<file path="src/rtl/uart_rx_reader.sv">
// ---------------------------------------------------------------------------
// uart_rx_reader
//
// Purpose:
//   AXI4-Lite read-only master that polls the status register of an AXI UART
//   Lite and drains its RX FIFO one byte per read. Received bytes are packed
//   little-endian into 32-bit words. Each word goes into an internal FIFO
//   that the core reads.
//
// Ports:
//   clk, rstn          system clock (rising edge), async active-low reset
//   m_axi_ar*          read address channel (araddr, arvalid, arready)
//   m_axi_r*           read data channel (rdata, rresp, rvalid, rready)
//   re                 core read enable; pops one word when the buffer is not empty
//   dout               popped word, registered the cycle after an accepted re
//   empty              buffer holds no words
//   almost_full        count >= DEPTH-4
//   count              words currently buffered (0..DEPTH)
//   err                sticky; set by any SLVERR/DECERR response
//   state_dbg          current FSM state, for observation only
//
// Handshakes:
//   AXI channels use standard valid/ready. A transfer happens on a rising
//   edge where valid and ready are both high. Once arvalid is raised, it and
//   araddr stay stable until arready is seen. Only one read is outstanding
//   at any time. rready is high only while the FSM waits for a response.
// ---------------------------------------------------------------------------
module uart_rx_reader #(
    parameter logic [31:0] UART_BASE = 32'h0000_0000,
    parameter int          DEPTH     = 16,
    parameter int          CNT_W     = 5
) (
    input  logic             clk,
    input  logic             rstn,
    output logic [31:0]      m_axi_araddr,
    output logic             m_axi_arvalid,
    input  logic             m_axi_arready,
    input  logic [31:0]      m_axi_rdata,
    input  logic [1:0]       m_axi_rresp,
    input  logic             m_axi_rvalid,
    output logic             m_axi_rready,
    input  logic             re,
    output logic [31:0]      dout,
    output logic             empty,
    output logic             almost_full,
    output logic [CNT_W-1:0] count,
    output logic             err,
    output logic [2:0]       state_dbg
);

    localparam int AW     = $clog2(DEPTH);
    localparam int AF_LVL = (DEPTH > 4) ? DEPTH - 4 : 0;

    typedef enum logic [2:0] {
        IDLE    = 3'd0,
        STAT_AR = 3'd1,
        STAT_R  = 3'd2,
        DATA_AR = 3'd3,
        DATA_R  = 3'd4
    } state_e;

    state_e            state_q, state_d;
    logic              err_q, err_d;
    logic [23:0]       asm_q, asm_d;        // bytes 0..2 of the word in progress
    logic [1:0]        byte_cnt_q, byte_cnt_d;
    logic [AW-1:0]     wr_ptr_q, wr_ptr_d;
    logic [AW-1:0]     rd_ptr_q, rd_ptr_d;
    logic [CNT_W-1:0]  count_q, count_d;
    logic [31:0]       dout_q, dout_d;
    logic [31:0]       mem_q [DEPTH];

    logic              push;
    logic              pop;
    logic              has_room;
    logic [31:0]       push_word;

    // Only bit 0 of status, byte 0 of data and rresp[1] carry information.
    logic unused_ok;
    assign unused_ok = ^{m_axi_rresp[0], m_axi_rdata[31:8]};

    assign has_room  = (count_q != CNT_W'(DEPTH));
    // Lane 3 comes straight off the bus, so the word is complete on that handshake.
    assign push_word = {m_axi_rdata[7:0], asm_q};
    assign pop       = re && (count_q != '0);

    // ---------------- FSM next-state and AXI outputs ----------------
    always_comb begin
        state_d       = state_q;
        err_d         = err_q;
        asm_d         = asm_q;
        byte_cnt_d    = byte_cnt_q;
        push          = 1'b0;
        m_axi_araddr  = 32'h0;
        m_axi_arvalid = 1'b0;
        m_axi_rready  = 1'b0;

        case (state_q)
            IDLE: begin
                if (has_room) state_d = STAT_AR;
            end
            STAT_AR: begin
                m_axi_araddr  = UART_BASE + 32'd8;
                m_axi_arvalid = 1'b1;
                if (m_axi_arready) state_d = STAT_R;
            end
            STAT_R: begin
                m_axi_rready = 1'b1;
                if (m_axi_rvalid) begin
                    // Room is re-checked here: a data read must always have space to land.
                    if (!m_axi_rresp[1] && m_axi_rdata[0] && has_room) state_d = DATA_AR;
                    else                                               state_d = IDLE;
                    if (m_axi_rresp[1]) err_d = 1'b1;
                end
            end
            DATA_AR: begin
                m_axi_araddr  = UART_BASE;
                m_axi_arvalid = 1'b1;
                if (m_axi_arready) state_d = DATA_R;
            end
            DATA_R: begin
                m_axi_rready = 1'b1;
                if (m_axi_rvalid) begin
                    state_d = IDLE;
                    if (m_axi_rresp[1]) begin
                        err_d = 1'b1;   // byte dropped, lane position kept
                    end else begin
                        case (byte_cnt_q)
                            2'd0:    asm_d[7:0]   = m_axi_rdata[7:0];
                            2'd1:    asm_d[15:8]  = m_axi_rdata[7:0];
                            2'd2:    asm_d[23:16] = m_axi_rdata[7:0];
                            default: push         = 1'b1;
                        endcase
                        byte_cnt_d = byte_cnt_q + 2'd1;
                    end
                end
            end
            default: state_d = IDLE;
        endcase
    end

    // ---------------- Buffer bookkeeping ----------------
    always_comb begin
        wr_ptr_d = wr_ptr_q;
        rd_ptr_d = rd_ptr_q;
        count_d  = count_q;
        dout_d   = dout_q;
        if (push) wr_ptr_d = wr_ptr_q + AW'(1);
        if (pop) begin
            rd_ptr_d = rd_ptr_q + AW'(1);
            dout_d   = mem_q[rd_ptr_q];
        end
        case ({push, pop})
            2'b10:   count_d = count_q + CNT_W'(1);
            2'b01:   count_d = count_q - CNT_W'(1);
            default: count_d = count_q;
        endcase
    end

    always_ff @(posedge clk or negedge rstn) begin
        if (!rstn) begin
            state_q    <= IDLE;
            err_q      <= 1'b0;
            asm_q      <= '0;
            byte_cnt_q <= '0;
            wr_ptr_q   <= '0;
            rd_ptr_q   <= '0;
            count_q    <= '0;
            dout_q     <= '0;
        end else begin
            state_q    <= state_d;
            err_q      <= err_d;
            asm_q      <= asm_d;
            byte_cnt_q <= byte_cnt_d;
            wr_ptr_q   <= wr_ptr_d;
            rd_ptr_q   <= rd_ptr_d;
            count_q    <= count_d;
            dout_q     <= dout_d;
        end
    end

    // Storage needs no reset; pointers and count define which entries are valid.
    always_ff @(posedge clk) begin
        if (push) mem_q[wr_ptr_q] <= push_word;
    end

    assign dout        = dout_q;
    assign empty       = (count_q == '0);
    assign almost_full = (count_q >= CNT_W'(AF_LVL));
    assign count       = count_q;
    assign err         = err_q;
    assign state_dbg   = state_q;

endmodule

</file>
<file path="config.mk">
export PLATFORM = sky130hd
export DESIGN_NAME = uart_rx_reader
export DESIGN_NICKNAME = d
export VERILOG_FILES = /design/src/rtl/uart_rx_reader.sv
export SDC_FILE = /design/constraint.sdc
export NUM_CORES = 1
export LEC_CHECK = 0
export ABC_AREA = 1
export BUFFER_PORTS_ARGS = -buffer_cell sky130_fd_sc_hd__buf_2
export CORE_AREA = 2 2 314 316
export CTS_CLUSTER_SIZE = 20
export DETAILED_ROUTE_END_ITERATION = 8
export DIE_AREA = 0 0 316 318
export PLACE_DENSITY = 0.39
export SKIP_CTS_REPAIR_TIMING = 1
export SLEW_MARGIN = 30
export SYNTH_ARGS = -nofsm -noshare
export SYNTH_HDL_FRONTEND = slang
export SYNTH_SLANG_ARGS = --single-unit
export TNS_END_PERCENT = 50
</file>
<file path="constraint.sdc">
create_clock -name clk -period 4.43 [get_ports clk]
set_input_delay 0.6645 -clock clk [delete_from_list [all_inputs] [get_ports clk]]
set_output_delay 0.6645 -clock clk [all_outputs]
set_load 0.01 [all_outputs]
</file>
==> impl_metrics.py <==
metrics = {
    "power_and_ir_drop": {
        "share_comb_of_total_power_pct": 30.0,
        "power.internal_mw": 11.30,
        "clkPwrFrac_pct": 30.5,
        "leakage_nw": 10.66,
        "powerDensity_mw_per_mm2": 634.6,
        "pwr-share-seq_pct": 39.5,
        "power.share.switching_pct": 36.56,
        "p_sw_mw": 6.511,
        "power_mw": 17.81,
        "ir_drop_uv": 394.4,
    },
    "clocking": {
        "numCtsBuffers": 69,
        "clkTransAtPathRegs_ns": 0.06,
        "cts_root_buf": "clkbuf_16",
        "cts-htree-levels": 3,
        "cts_buffer_depth": 3,
        "cts_tree": "built",
        "insertion_delay_ns": 0.61,
        "cts.sinks": 587,
    },
    "critical_path": {
        "arrival_ns": 3.11,
        "cp.required_ns": 4.67,
        "critPathKind": "reg -> reg",
        "critPathMaxStageDelay_ns": 0.55,
        "crit_path_end_kind": "flip-flop",
        "crit_chain": "nor2_2 > nand3_4 > nor2_8 > nand2_1 > nor2_4 > buf_4",
        "reg2reg_setup_slack_ns": 1.56,
        "critPathLaunchType": "flip-flop",
        "timing.critical_path.slowest_stage_cell": "buf_4",
        "worstPathMaxFanout": 22,
    },
    "detailed_routing": {
        "drt-total-wl_um": 69330,
        "via_count": 15047,
        "dr.first_iter.drc_count": 1066,
        "dr.pass1.iters": 5,
        "drc": 0,
        "wire_per_inst_um": 20.10,
        "via_per_inst": 4.363,
        "drt.antenna.violating_nets": 0,
    },
    "final_layout": {
        "synthToLayoutAreaGrowth_pct": 16.44,
        "diodes": 0,
        "drive_gt1_share_pct": 11.56,
        "final_cells": 3449,
        "fin_nets": 2159,
        "final_core_util_pct": 28.81,
        "final_common_cell": "nand2_1",
        "nFillCells": 9813,
        "final_cell_mix": "795 x nand2_1, 512 x edfxtp_1, 387 x nand3_1, 72 x clkbuf_16, 71 x dfrtp_1",
    },
    "yosys": {
        "syn_avg_cell_area_um2": 11.78,
        "ys_ff_latch": 587,
        "synth_warnings": 0,
        "synth_seq_area_share_pct": 71.58,
        "syn_inst": 2046,
        "yosysUniqueCellTypes": 34,
        "syn_area_mm2": 0.02410,
    },
    "place": {
        "dp_cells": 3320,
        "io_buffers": 59,
        "hpwlAfterDp_um": 36280,
        "gp_congestion": 0.7216,
    },
    "sta": {
        "max_freq_mhz": 348.7,
        "fin_crit_sh_pct": 64.73,
        "tightest_slew_ns": 0.9498,
        "finalSetupViolCount": 0,
        "rsz0062_at_grt": "false",
        "finalClockSkew_ns": 0.02495,
        "totalNegativeSetupSlack_ns": 0,
        "timing.final.crit_period_ns": 2.868,
        "hold_viol": 0,
        "slew_violations": 0,
        "max_slew_margin_pct": 36.59,
    },
    "floorplan": {
        "initial_core_util_pct": 24.74,
        "ioPinCount": 116,
        "die_x_um": 316,
        "core_area_mm2": 0.09741,
        "die_y_um": 318,
        "die_area_mm2": 0.1005,
        "row_count": 115,
    },
    "global_route": {
        "grt_pass1_wl_um": 102000,
        "antenna_found_initial": 2,
        "grtUsageTotal_pct": 13.79,
        "grt_pass1_vias": 15061,
        "grt-ovfl-total": 0,
        "grt_max_degree": 94,
    },
    "worst_hold_path": {
        "hold_class": "in -> reg",
    },
    "job": {
        "drv_cap": 0,
    },
    "outcome": {
        "status": "finished, final reports clean",
    },
}
stage by stage:
| stage | cell area [um^2] | hold WS (ns) | worst slack, ns |
|---|---|---|---|
| 2_1_floorplan | 24210 | 0.3689 | 1.280 |
| 3_3_place_gp | 25850 | 0.4563 | 1.231 |
| 3_5_place_dp | 25880 | 0.4645 | 1.214 |
| 4_1_cts | 28020 | -0.04318 | 1.495 |
| 5_1_grt | 28060 | 0.2905 | 1.383 |
| 6_report | 28060 | 0.2918 | 1.562 |
synthesized netlist by cell type:
library cell / instances / share of area (%)
a31o_2: 1 / 0.036
buf_6: 3 / 0.14
buf_2: 53 / 1.1
a31oi_1: 1 / 0.026
nand2_2: 2 / 0.052
nor2_2: 2 / 0.052
nand2_1: 795 / 12
xnor2_1: 2 / 0.073
nor3_1: 1 / 0.021
mux2_2: 8 / 0.37
o22ai_1: 2 / 0.052
dfrtp_1: 75 / 7.8
clkinv_1: 1 / 0.016
edfxtp_1: 512 / 64
inv_1: 27 / 0.42
nand4_1: 3 / 0.078
nor2_8: 4 / 0.33
clkbuf_1: 16 / 0.25
buf_4: 63 / 2.0
inv_4: 1 / 0.026
a21oi_1: 4 / 0.083
mux2_4: 16 / 1.0
o21ai_0: 6 / 0.12
o21bai_1: 2 / 0.062
a21boi_0: 2 / 0.062
xor2_1: 8 / 0.29
ha_1: 13 / 0.67
conb_1: 1 / 0.016
buf_1: 9 / 0.14
nand3_4: 1 / 0.073
nand3_1: 387 / 8.0
nor2_1: 23 / 0.36
fa_1: 1 / 0.083
or2_2: 1 / 0.026
final cells by class:
cell class	instances	area (um^2)	area share [%]
flip-flops and latches	587	17260	61.51
repair buffers	103	820.8	2.925
multi-input cells	1316	6105	21.75
well taps	1287	1610	5.738
clock buffers	108	2017	7.187
inverters	29	118.9	0.4236
clock inverters	19	128.9	0.4592
power groups by stage:
stage	clock network, mW	registers [mW]	logic (mW)
floorplan	0	6.97	3.76
global placement	0	7.16	5.46
detailed placement	0	7.17	5.48
CTS	5.58	7.06	5.49
global route	5.78	7.13	6.03
finish	5.43	7.04	5.34
flip-flops by register name (all words and copies together), names as in the netlist:
signal	count
mem_q	512
err	1
count	5
byte_cnt_q	2
wr_ptr_q	4
asm_q	24
dout	32
rd_ptr_q	4
state_dbg	3
worst paths after layout:
path | startpoint | to | cells past startpoint
max | state_dbg[1] | mem_q[4][31] | 6
min | m_axi_rvalid | state_dbg[2] | 2
max reg2reg | state_dbg[1] | mem_q[4][31] | 6
min reg2reg | dout[14] | dout[14] | 2
max in group asynchronous | rstn | dout[11] | 3
min in group asynchronous | rstn | state_dbg[1] | 2
cells by family after synthesis:
group,share of synthesized area [%]
AO/OA/AOI/OAI,0.4465
XOR/XNOR,0.3634
adder cells (fa/ha/maj),0.7580
buffers and inverters,4.055
flip-flops,71.58
multiplexers,1.371
other,0.01556
AND/OR/NAND/NOR,21.41
metal layers:
metal  share of wire [%]  vias up  track usage [%]
met3                 3.5       79            1.878
met1                  47     7548            18.67
met5               0.016        -                0
met2                  48      285            23.04
met4                 1.7        2            3.707
li1                    -     7133                -
critical path, delay by kind of cell, from the launching register on:
family	cells	cell delay [ns]
and+or+nand+nor	5	1.47
buffers and inverters	1	0.55
DFF	1	0.44
No activity file was read; power rests on OpenSTA's default activity.
